**src/rtl/uart_sram_tx_interface.sv**
```systemverilog
// Streams a block of 16-bit SRAM words out of a UART TX pin, high byte first.
// Optional macro UART_TX_PARITY_EN adds an even-parity bit (8E1 instead of 8N1 frames).
module uart_sram_tx_interface #(
  parameter int CLOCKS_PER_BIT    = 434,
  parameter int SRAM_READ_LATENCY = 2
) (
  input  logic        Clock,
  input  logic        Resetn,
  input  logic        Start,
  input  logic        Abort,
  input  logic [17:0] Base_address,
  input  logic [17:0] Word_count,
  output logic [17:0] SRAM_address,
  output logic        SRAM_we_n,
  input  logic [15:0] SRAM_read_data,
  output logic        UART_TX_O,
  output logic        Busy,
  output logic        Done
);

`ifdef UART_TX_PARITY_EN
  localparam int FRAME_BITS = 11;
`else
  localparam int FRAME_BITS = 10;
`endif
  localparam int SHIFT_W = FRAME_BITS - 1;
  localparam int IDX_W   = 4;
  localparam int CNT_W   = (CLOCKS_PER_BIT > 1) ? $clog2(CLOCKS_PER_BIT) : 1;
  localparam int LAT_W   = (SRAM_READ_LATENCY > 1) ? $clog2(SRAM_READ_LATENCY) : 1;

  typedef enum logic [3:0] {
    S_TX_IDLE, S_TX_ISSUE_READ, S_TX_WAIT_READ, S_TX_LOAD_HI, S_TX_SEND_HI,
    S_TX_LOAD_LO, S_TX_SEND_LO, S_TX_NEXT, S_TX_DONE
  } tx_state_e;

  tx_state_e          state_reg, state_next;
  logic [17:0]        addr_reg, sram_addr_reg, remaining_reg;
  logic [15:0]        word_reg;
  logic [SHIFT_W-1:0] shift_reg;
  logic [CNT_W-1:0]   bit_cnt_reg;
  logic [IDX_W-1:0]   bit_idx_reg;
  logic [LAT_W-1:0]   lat_cnt_reg;
  logic               tx_reg, busy_reg, done_reg, abort_seen_reg;

  logic bit_wrap, frame_end, lat_done;
  logic accept, capture, load_frame, sending, advance, finish;
  logic [7:0]         load_byte;
  logic [SHIFT_W-1:0] frame_payload;

  assign bit_wrap  = (bit_cnt_reg == CNT_W'(CLOCKS_PER_BIT - 1));
  assign frame_end = bit_wrap && (bit_idx_reg == IDX_W'(FRAME_BITS - 1));
  assign lat_done  = (lat_cnt_reg == LAT_W'(SRAM_READ_LATENCY - 1));

  always_ff @(posedge Clock or negedge Resetn) begin
    if (!Resetn) state_reg <= S_TX_IDLE;
    else         state_reg <= state_next;
  end

  always_comb begin
    state_next = state_reg;
    case (state_reg)
      S_TX_IDLE:       if (Start) state_next = (Word_count == 18'd0) ? S_TX_DONE : S_TX_ISSUE_READ;
      S_TX_ISSUE_READ: state_next = S_TX_WAIT_READ;
      S_TX_WAIT_READ:  if (lat_done) state_next = S_TX_LOAD_HI;
      S_TX_LOAD_HI:    state_next = S_TX_SEND_HI;
      S_TX_SEND_HI:    if (frame_end) state_next = Abort ? S_TX_DONE : S_TX_LOAD_LO;
      S_TX_LOAD_LO:    state_next = S_TX_SEND_LO;
      S_TX_SEND_LO:    if (frame_end) state_next = S_TX_NEXT;
      S_TX_NEXT:       state_next = (remaining_reg == 18'd1 || abort_seen_reg) ? S_TX_DONE : S_TX_ISSUE_READ;
      S_TX_DONE:       state_next = S_TX_IDLE;
      default:         state_next = S_TX_IDLE;
    endcase
  end

  always_comb begin
    accept     = (state_reg == S_TX_IDLE) && Start;
    capture    = (state_reg == S_TX_WAIT_READ) && lat_done;
    load_frame = (state_reg == S_TX_LOAD_HI) || (state_reg == S_TX_LOAD_LO);
    sending    = (state_reg == S_TX_SEND_HI) || (state_reg == S_TX_SEND_LO);
    advance    = (state_reg == S_TX_NEXT);
    finish     = (state_reg == S_TX_DONE);
    load_byte  = (state_reg == S_TX_LOAD_HI) ? word_reg[15:8] : word_reg[7:0];
`ifdef UART_TX_PARITY_EN
    frame_payload = {1'b1, ^load_byte, load_byte};
`else
    frame_payload = {1'b1, load_byte};
`endif
  end

  // The start bit is driven from the load cycle's edge, so the line stays high through that cycle.
  always_ff @(posedge Clock or negedge Resetn) begin
    if (!Resetn) begin
      addr_reg       <= '0;
      sram_addr_reg  <= '0;
      remaining_reg  <= '0;
      word_reg       <= '0;
      shift_reg      <= '0;
      bit_cnt_reg    <= '0;
      bit_idx_reg    <= '0;
      lat_cnt_reg    <= '0;
      tx_reg         <= 1'b1;
      busy_reg       <= 1'b0;
      done_reg       <= 1'b0;
      abort_seen_reg <= 1'b0;
    end else begin
      done_reg <= finish;
      if (accept) begin
        addr_reg       <= Base_address;
        remaining_reg  <= Word_count;
        busy_reg       <= (Word_count != 18'd0);
        abort_seen_reg <= 1'b0;
      end else if (finish) begin
        busy_reg <= 1'b0;
      end
      if (state_reg == S_TX_ISSUE_READ) begin
        sram_addr_reg <= addr_reg;
        lat_cnt_reg   <= '0;
      end
      if (state_reg == S_TX_WAIT_READ) lat_cnt_reg <= lat_cnt_reg + 1'b1;
      if (capture) word_reg <= SRAM_read_data;
      if (load_frame) begin
        shift_reg   <= frame_payload;
        tx_reg      <= 1'b0;
        bit_cnt_reg <= '0;
        bit_idx_reg <= '0;
      end
      if (sending) begin
        if (bit_wrap) begin
          bit_cnt_reg <= '0;
          if (!frame_end) begin
            tx_reg      <= shift_reg[0];
            shift_reg   <= {1'b1, shift_reg[SHIFT_W-1:1]};
            bit_idx_reg <= bit_idx_reg + 1'b1;
          end else if (state_reg == S_TX_SEND_LO) begin
            abort_seen_reg <= Abort;
          end
        end else begin
          bit_cnt_reg <= bit_cnt_reg + 1'b1;
        end
      end
      if (advance) begin
        remaining_reg <= remaining_reg - 18'd1;
        addr_reg      <= addr_reg + 18'd1;
      end
    end
  end

  assign SRAM_address = sram_addr_reg;
  assign SRAM_we_n    = 1'b1;
  assign UART_TX_O    = tx_reg;
  assign Busy         = busy_reg;
  assign Done         = done_reg;

endmodule

```
**config.mk**
```make
export PLATFORM = sky130hd
export DESIGN_NAME = uart_sram_tx_interface
export DESIGN_NICKNAME = d
export VERILOG_FILES = /design/src/rtl/uart_sram_tx_interface.sv
export SDC_FILE = /design/constraint.sdc
export NUM_CORES = 1
export LEC_CHECK = 0
export BUFFER_PORTS_ARGS = -buffer_cell sky130_fd_sc_hd__buf_2
export CAP_MARGIN = 20
export CORE_ASPECT_RATIO = 1.1
export CORE_MARGIN = 2
export CORE_UTILIZATION = 30
export DETAILED_ROUTE_END_ITERATION = 10
export PLACE_DENSITY = 0.52
export SYNTH_ARGS = -nofsm -noshare
export SYNTH_HDL_FRONTEND = slang
export SYNTH_SLANG_ARGS = --single-unit
```
**constraint.sdc**
```tcl
create_clock -name Clock -period 4.09 [get_ports Clock]
set_input_delay 0.2045 -clock Clock [delete_from_list [all_inputs] [get_ports Clock]]
set_output_delay 0.2045 -clock Clock [all_outputs]
set_load 0.01 [all_outputs]
```
* Word level (Yosys, flattened, before mapping)
Index checks and enable logic that the tools add are counted.
Word-level totals: word-level logic and storage cells 84, bits of input ports 56, register bits after elaboration 101, output and inout bits 22
Cells by class: eq/ne operators 15, reduce and logical (&&, ||, !) cells 14, mux-type cells 37, $add $sub $neg 5
Operators by type and width (number):
- $mux W18 | 4
- $mux W9 | 7
- $mux W4 | 11
- $pmux W4 S8 | 1
- $add A18 B1 Y18 const B | 1
- $eq A18 B1 Y1 const B | 1
- $logic_not A18 Y1 | 1
- $reduce_bool A18 Y1 | 1
- $sub A18 B1 Y18 const B | 1
- $eq A4 B3 Y1 const B | 4
- $mux W1 | 13
- $add A9 B1 Y9 const B | 1
- $eq A9 B9 Y1 const B | 1
- $eq A4 B2 Y1 const B | 2
- $eq A4 B4 Y1 const B | 2
- $mux W8 | 1
- $ne A2 B2 Y1 const B | 4
- $reduce_bool A2 Y1 | 4
- $add A4 B1 Y4 const B | 1
- $eq A4 B1 Y1 const B | 1
- $logic_not A4 Y1 | 1
- $reduce_and A4 Y1 | 1
- $logic_and A1 B1 Y1 | 3
- $logic_or A1 B1 Y1 | 3
- $add A1 B1 Y1 const B | 1

* Longest topological paths before layout
Gate-level depths: netlist (run 1).
depth in word-level cells 7, depth in mapped cells 9, mapped depth without buffers 6

* Worst setup path before layout (run 1)
OpenSTA, ideal clock, no wires.
kind register to register, start register state_reg[1], end register sram_addr_reg[10] (netlist: SRAM_address[10]), arrival 1.785 ns, path slack 2.181 ns, clock period less this slack 1.909 ns, data required time 3.965 ns, setup time 0.125 ns, buffers on the path 2, stages on the path, launching flop included 7, path through dfrtp_1 > buf_2 > inv_1 > nand2_1 > nor3_2 > buf_4 > mux2_2
On the way: cells in the longest elaborated chain, start to end 1
Ends and longest elaborated chain:
- start, declared | RTL line 36 | tx_state_e state_reg, state_next;
- start signal, assigned | RTL line 56 | else state_reg <= state_next;
- $eq A4 B1 Y1 | RTL line 115 | if (state_reg == S_TX_ISSUE_READ) begin
- end signal, assigned | RTL line 116 | sram_addr_reg <= addr_reg;
- end, declared | RTL line 37 | logic [17:0] addr_reg, sram_addr_reg, remaining_reg;
No other way between the ends. A chain may end at the register's enable or synchronous reset.

* Worst setup path after layout (run 1)
start register state_reg[0], end register addr_reg[8]
On the way: cells in the longest elaborated chain, start to end 3, elaborated cells on any way between the ends 5, those cells by class 1 x eq/ne; 1 x mux; 3 x reduce/logical
Ends and longest elaborated chain:
- $logic_not A4 Y1 | RTL line 76 | accept = (state_reg == S_TX_IDLE) && Start;
- $logic_and A1 B1 Y1 | RTL line 76
- $reduce_bool A2 Y1 (no line)
- end signal, assigned | RTL line 108 | addr_reg <= Base_address;
- end signal, assigned | RTL line 143 | addr_reg <= addr_reg + 18'd1;
- end, declared | RTL line 37
Several ways; a longest one is shown, not always the timed one.

==> results of run 1 <==
## metal layers
layer  global-route usage, %  share of wire (%)  vias up
met4                    6.35                1.1        0
met5                       0                  0        -
li1                        -                  -     2004
met1                    19.5                 46     2073
met3                    2.22                3.1        6
met2                    23.4                 49       69
## power breakdown
part / internal [mW] / switching, mW
sequential: 1.43 / 0.435
clock: 0.480 / 0.398
combinational: 0.768 / 0.785
## cell usage in the layout, fill, tap and decap left out, types with 11 or more instances in the layout
cell	netlist	final
nand3_1	14	14
a21oi_1	20	20
nand2_1	48	48
nor4_1	12	12
dfrtp_1	100	100
o211ai_1	11	11
mux2_2	44	44
nor2_1	30	30
o21ai_0	28	28
nand4_1	11	11
buf_2	15	75
inv_1	14	14
## repair_timing
action | in CTS | in global routing
endpoints found under the hold margin | 0 | 12
hold buffers | 0 | 1
setup buffers | 0 | 0
## critical path, cell delays in order, from the launching register on
cell and delay (ns):
dfrtp_1 0.61, nor4_4 0.47, and2_0 0.79, buf_4 0.36, a211oi_1 0.07, a311oi_1 0.23
## metrics by stage
step                std cells  utilization [%]  area, um^2
global placement          778             33.9        5750
global route              797             36.1        6110
CTS                       794             35.7        6050
floorplan                 494                -        5190
finish                    797             36.1        6110
detailed placement        778             33.9        5750
## kinds of logic (layout without fill, tap and decap cells)
| group | count (synthesis) | count (layout) |
|---|---|---|
| compound gates | 119 | 119 |
| xor+xnor | 2 | 2 |
| fa+ha+maj | 7 | 7 |
| buf+inv | 43 | 112 |
| flops | 101 | 101 |
| mux | 54 | 54 |
| other cells | 1 | 1 |
| simple gates | 167 | 167 |
## area by class of cell
class	count	area share, %
sequential	101	41.4
clock inverter	6	1.13
inverter	14	0.860
timing repair buffer	82	7.70
tap	234	4.79
clock buffer	10	3.75
multi-input combinational	350	40.4
## how the worst min path moves through the flow
stage                       start                          end
2_1_floorplan              Resetn             Busy$_DFFE_PN0P_
3_3_place_gp               Resetn     addr_reg[12]$_DFFE_PN0P_
3_5_place_dp               Resetn  SRAM_address[9]$_DFFE_PN0P_
4_1_cts                    Resetn  SRAM_address[9]$_DFFE_PN0P_
5_1_grt        SRAM_read_data[10]     word_reg[10]$_DFFE_PN0P_
6_report        SRAM_read_data[4]      word_reg[4]$_DFFE_PN0P_
==> impl_metrics.csv, run 1 <==
group,metric,value,unit
timing,setup_ws,1.47,ns
synth,yosysUniqueCellTypes,64,
clocking,cts_max_path_buffers,2,
worst_hold_path,hp-class,"in -> reg",
power_and_ir_drop,cellLeakagePower,2.55,nW
synth,yosysTopAreaCellShare,48.3,%
global_route,grt_antenna_before_repair,0,
worst_setup_path,cp_max_fo,20,
timing,final.setup.tns,0,ns
clocking,cts.sinks,101,
clocking,numCtsBuffers,9,
worst_setup_path,worst-setup-path-type,"reg -> reg",
floorplanning,io_pins,78,
synth,synth_xor_xnor_area_share,0.338,%
timing,fmax,381,MHz
floorplanning,dieHeight,142,um
synth,yosysTopAreaCell,"dfrtp_1",
worst_setup_path,worstRegToRegCells,5,
placed_design,detailedPlace.worstSlack,1.49,ns
global_route,grt_pass1_wl,21300,um
timing,finalCritPeriodShare,64.2,%
clocking,clk_latency,0.35,ns
synth,syn_inst,494,
clocking,cts_tree,"done",
power_and_ir_drop,p_total,4.30,mW
floorplanning,core-area,0.0170,mm^2
synth,netlist_area,0.00519,mm^2
layout,fillers,1733,
worst_hold_path,hold_depth,2,
worst_setup_path,crit_path_end_kind,"flop",
floorplanning,die_w,129,um
layout,diodes,0,
synth,yosysSeqAreaShare,48.8,%
synth,yosysWarningCount,0,
clocking,cts_resized,0,
synth,syn_area_per_cell,10.5,um^2
worst_setup_path,regToRegEndpoint,"addr_reg[8]$_DFFE_PN0P_",
synth,ys_async_sr_fraction,100,%
timing,tightest_slew,0.922,ns
timing,hold_viol,0,
drt,wl_per_cell,16.1,um
global_route,grt_overflow,0,
flow_run,maxCapViolCount,0,
synth,syn_nets,557,
timing,holdWs,0.0815,ns
global_route,grt_pass1_vias,4153,
worst_setup_path,regToRegSetupSlack,1.47,ns
global_route,grt_usage,14.6,%
placed_design,io_buffer_count,76,
worst_setup_path,critPathLaunch,"state_reg[0]$_DFFE_PN0P_",
synth,synth_mux_area_share,11.5,%
outcome,outcome,"complete, no violations",
layout,nets,621,
clocking,htreeDepth,3,
clocking,clk_pin_slew_worst_paths,0.07,ns
drt,wl,12900,um
worst_setup_path,crit_path_end,"addr_reg[8]$_DFFE_PN0P_",
power_and_ir_drop,vdd_drop_max,0.000281,V
layout,seq_area,0.00253,mm^2
worst_setup_path,critPathRequiredTime,4.35,ns
synth,synth_flop_cell,"dfrtp_1",
power_and_ir_drop,p_per_area,703,mW/mm^2
layout,syn_to_final_growth,17.9,%
timing,final_max_slew_viol_count,0,
timing,fin_crit,2.62,ns
drt,ant_nets,0,
drt,dr_total_vias,4152,
synth,synth_edf_count,0,
drt,dr.pass1.iters,5,
synth,ys_top_cells_by_area,"dfrtp_1, mux2_2, nand2_1, o21ai_0, nor2_1",
synth,synth_top_family_by_area,"simple AND/OR/NAND/NOR gates",
synth,synth_compound_area_share,16.3,%
timing,slew_headroom,38.5,%
worst_setup_path,worstSetupStartpointType,"flop",
clocking,root_buffer,"clkbuf_16",
placed_design,dp_hpwl,9020,um
synth,synth-seq-cells,101,
worst_setup_path,cp.arrival,2.89,ns
synth,synth_commonest_cells,"dfrtp_1, nand2_1, mux2_2, nor2_1, o21ai_0",
floorplanning,dieArea,0.0184,mm^2
floorplanning,rows,50,
synth,synth_fa_ha_area_share,1.69,%
drt,drc,0,
timing,setup_viol,0,
drt,detail_route.iter0.violations,282,
layout,layout-drive-gt1-share,27.5,%
placed_design,gp_congestion,0.815,
timing,fin_skew,0.0128,ns
global_route,grt_max_degree,76,
layout,multi_input_area,0.00247,mm^2
worst_setup_path,rr_startpoint,"state_reg[0]$_DFFE_PN0P_",
floorplanning,start_util,30.6,%
drt,viasPerCell,5.21,
synth,synth.most_common_cell,"dfrtp_1",
timing,rsz0062_at_grt,"false",
synth,synth-simple-area-share,17.8,%
(Power assumes the default switching activity.)
==> inputs of run 2 (changes only) <==
--- a/config.mk
+++ b/config.mk
@@ -5,6 +5,7 @@
 export SDC_FILE = /design/constraint.sdc
 export NUM_CORES = 1
 export LEC_CHECK = 0
+export ABC_AREA = 1
 export BUFFER_PORTS_ARGS = -buffer_cell sky130_fd_sc_hd__buf_2
 export CAP_MARGIN = 20
 export CORE_ASPECT_RATIO = 1.1
==> constraint.sdc (replaced) <==
create_clock -name Clock -period 2.5 [get_ports Clock]
set_input_delay 0.125 -clock Clock [delete_from_list [all_inputs] [get_ports Clock]]
set_output_delay 0.125 -clock Clock [all_outputs]
set_load 0.01 [all_outputs]
==> run 2 against run 1 <==
- sequential cell count unchanged
- count of clock-buffer cells in the layout increased by 1
- via count increased by 18%
- sequential share of layout area decreased by 3.5 points
- total power decreased by 26%
- final cell count increased by 33%
- core utilization increased by 0.30 points
- critical path type unchanged
- largest cell class is now multi-input combinational cells
- largest power group unchanged
==> impl_metrics.csv, run 2 <==
group,metric,value,unit
outcome,outcome,"complete, no violations",
synth,ys_top_cells_by_area,"dfrtp_1, nand2_1, nor2_1, nand3_1, inv_1",
clocking,cts.sinks,101,
global_route,grt_pass1_vias,4760,
drt,drc,0,
timing,final.setup.tns,0,ns
global_route,grt_pass1_wl,23600,um
drt,detail_route.iter0.violations,232,
global_route,grt_antenna_before_repair,0,
floorplanning,die_w,134,um
worst_setup_path,worst-setup-path-type,"reg -> reg",
clocking,clk_pin_slew_worst_paths,0.07,ns
clocking,cts_tree,"done",
worst_setup_path,crit_path_end_kind,"flop",
timing,finalCritPeriodShare,78.8,%
placed_design,gp_congestion,0.833,
layout,nets,875,
layout,utilization,36.3,%
clocking,root_buffer,"clkbuf_16",
layout,final_common_cell,"nand2_1",
worst_setup_path,regToRegEndpoint,"addr_reg[9]$_DFFE_PN0P_",
synth,netlist_area,0.00559,mm^2
clocking,cts_max_path_buffers,2,
global_route,grt_overflow,0,
layout,final_cell_mix,"nand2_1, dfrtp_1, nor2_1",
clocking,clk_latency,0.35,ns
timing,fmax,508,MHz
layout,diodes,0,
synth,syn_nets,783,
worst_setup_path,critPathRequiredTime,2.77,ns
layout,syn_to_final_growth,19.2,%
timing,rsz0062_at_grt,"false",
layout,layout-drive-gt1-share,17.3,%
timing,setup_viol,0,
timing,hold_viol,0,
worst_hold_path,hold_depth,2,
clocking,htreeDepth,3,
power_and_ir_drop,p_per_area,476,mW/mm^2
floorplanning,start_util,30.5,%
worst_setup_path,rr_startpoint,"state_reg[3]$_DFFE_PN0P_",
worst_setup_path,cp_max_fo,18,
global_route,grt_max_degree,55,
drt,wl,14200,um
floorplanning,io_pins,78,
floorplanning,rows,52,
synth,yosysTopAreaCellShare,44.7,%
power_and_ir_drop,vdd_drop_max,0.000341,V
drt,ant_nets,0,
drt,viasPerCell,4.62,
worst_hold_path,min_from,"SRAM_read_data[2]",
timing,slew_headroom,52.4,%
synth,syn_area_per_cell,7.77,um^2
timing,final_max_slew_viol_count,0,
power_and_ir_drop,cellLeakagePower,3.25,nW
synth,synth_commonest_cells,"nand2_1, dfrtp_1, nor2_1, inv_1, nand3_1",
synth,synth-seq-cells,101,
synth,synth_flop_cell,"dfrtp_1",
worst_setup_path,worstRegToRegCells,9,
synth,synth_edf_count,0,
clocking,hold_buffers,16,
floorplanning,dieArea,0.0198,mm^2
worst_hold_path,hold_end,"word_reg[2]$_DFFE_PN0P_",
synth,syn_inst,720,
synth,yosysSeqAreaShare,45.2,%
worst_setup_path,regToRegSetupSlack,0.53,ns
synth,yosysTopAreaCell,"dfrtp_1",
synth,yosysUniqueCellTypes,40,
drt,dr.pass1.iters,4,
global_route,grt_usage,15.0,%
floorplanning,dieHeight,147,um
worst_setup_path,cp.arrival,2.24,ns
placed_design,dp_hpwl,10300,um
worst_hold_path,hp-class,"in -> reg",
clocking,cts_resized,0,
clocking,numCtsBuffers,9,
timing,fin_crit,1.97,ns
timing,fin_skew,0.00893,ns
drt,wl_per_cell,13.4,um
placed_design,io_buffer_count,76,
synth,synth.most_common_cell,"nand2_1",
power_and_ir_drop,p_total,3.17,mW
drt,dr_total_vias,4896,
timing,tightest_slew,0.713,ns
synth,ys_async_sr_fraction,100,%
worst_setup_path,worstSetupStartpointType,"flop",
clocking,cts_setup_buffers,0,
floorplanning,core-area,0.0183,mm^2
flow_run,maxCapViolCount,0,
synth,yosysWarningCount,0,
[run 2: worst max path at each step]
stage	startpoint	endpoint	slack (ns)	cells past startpoint
floorplan	state_reg[3]$_DFFE_PN0P_	word_reg[10]$_DFFE_PN0P_	1.03	7
global placement	state_reg[3]$_DFFE_PN0P_	addr_reg[13]$_DFFE_PN0P_	0.55	9
detailed placement	state_reg[3]$_DFFE_PN0P_	addr_reg[13]$_DFFE_PN0P_	0.52	9
CTS	state_reg[3]$_DFFE_PN0P_	addr_reg[10]$_DFFE_PN0P_	0.50	9
global route	state_reg[3]$_DFFE_PN0P_	addr_reg[10]$_DFFE_PN0P_	0.30	9
finish	state_reg[3]$_DFFE_PN0P_	addr_reg[9]$_DFFE_PN0P_	0.53	9
[run 2: kinds of logic after synthesis]
| family | share of synthesized area, % |
|---|---|
| XOR/XNOR | 1.72 |
| AO/OA/AOI/OAI | 9.19 |
| multiplexers | 4.90 |
| other | 0.0670 |
| buffers and inverters | 7.27 |
| flip-flops | 45.2 |
| adder cells (fa/ha/maj) | 1.57 |
| AND/OR/NAND/NOR | 30.1 |
[run 2: where the power goes]
group          internal (mW)  total (mW)  switching [mW]
clock network          0.705        1.33           0.629
registers               1.65        1.67          0.0135
logic                 0.0826       0.172          0.0898
[run 2: critical path, stage by stage, from the launching register on]
cell	delay, ns
dfrtp_1	0.43
nor2_4	0.31
nand2_1	0.16
nor2_4	0.11
inv_2	0.16
nand2_4	0.26
inv_2	0.21
nor2_1	0.13
nand2_1	0.05
o21ai_0	0.06
[run 2: stage by stage]
| stage | area, um^2 | setup WS [ns] | hold WS (ns) | instances |
|---|---|---|---|---|
| CTS | 6670 | 0.501 | 0.0000591 | 1059 |
| global route | 6670 | 0.296 | 0.00829 | 1059 |
| floorplan | 5590 | 1.03 | -0.171 | 720 |
| finish | 6670 | 0.530 | 0.0107 | 1059 |
| global placement | 6230 | 0.552 | 0.239 | 1028 |
| detailed placement | 6230 | 0.517 | 0.233 | 1028 |
[run 2: area by class of cell]
cell class	instances	area, um^2
fill	1981	11700
inverter	76	287
multi-input combinational	524	2660
clock inverter	4	33.8
tap	243	304
timing repair buffer	100	616
sequential	101	2530
clock buffer	11	243
[run 2: routing by layer]
metal	wire length, um	track usage, %
met4	182	4.37
met1	6480	19.2
met2	6950	25.6
met5	0	0
met3	570	3.14
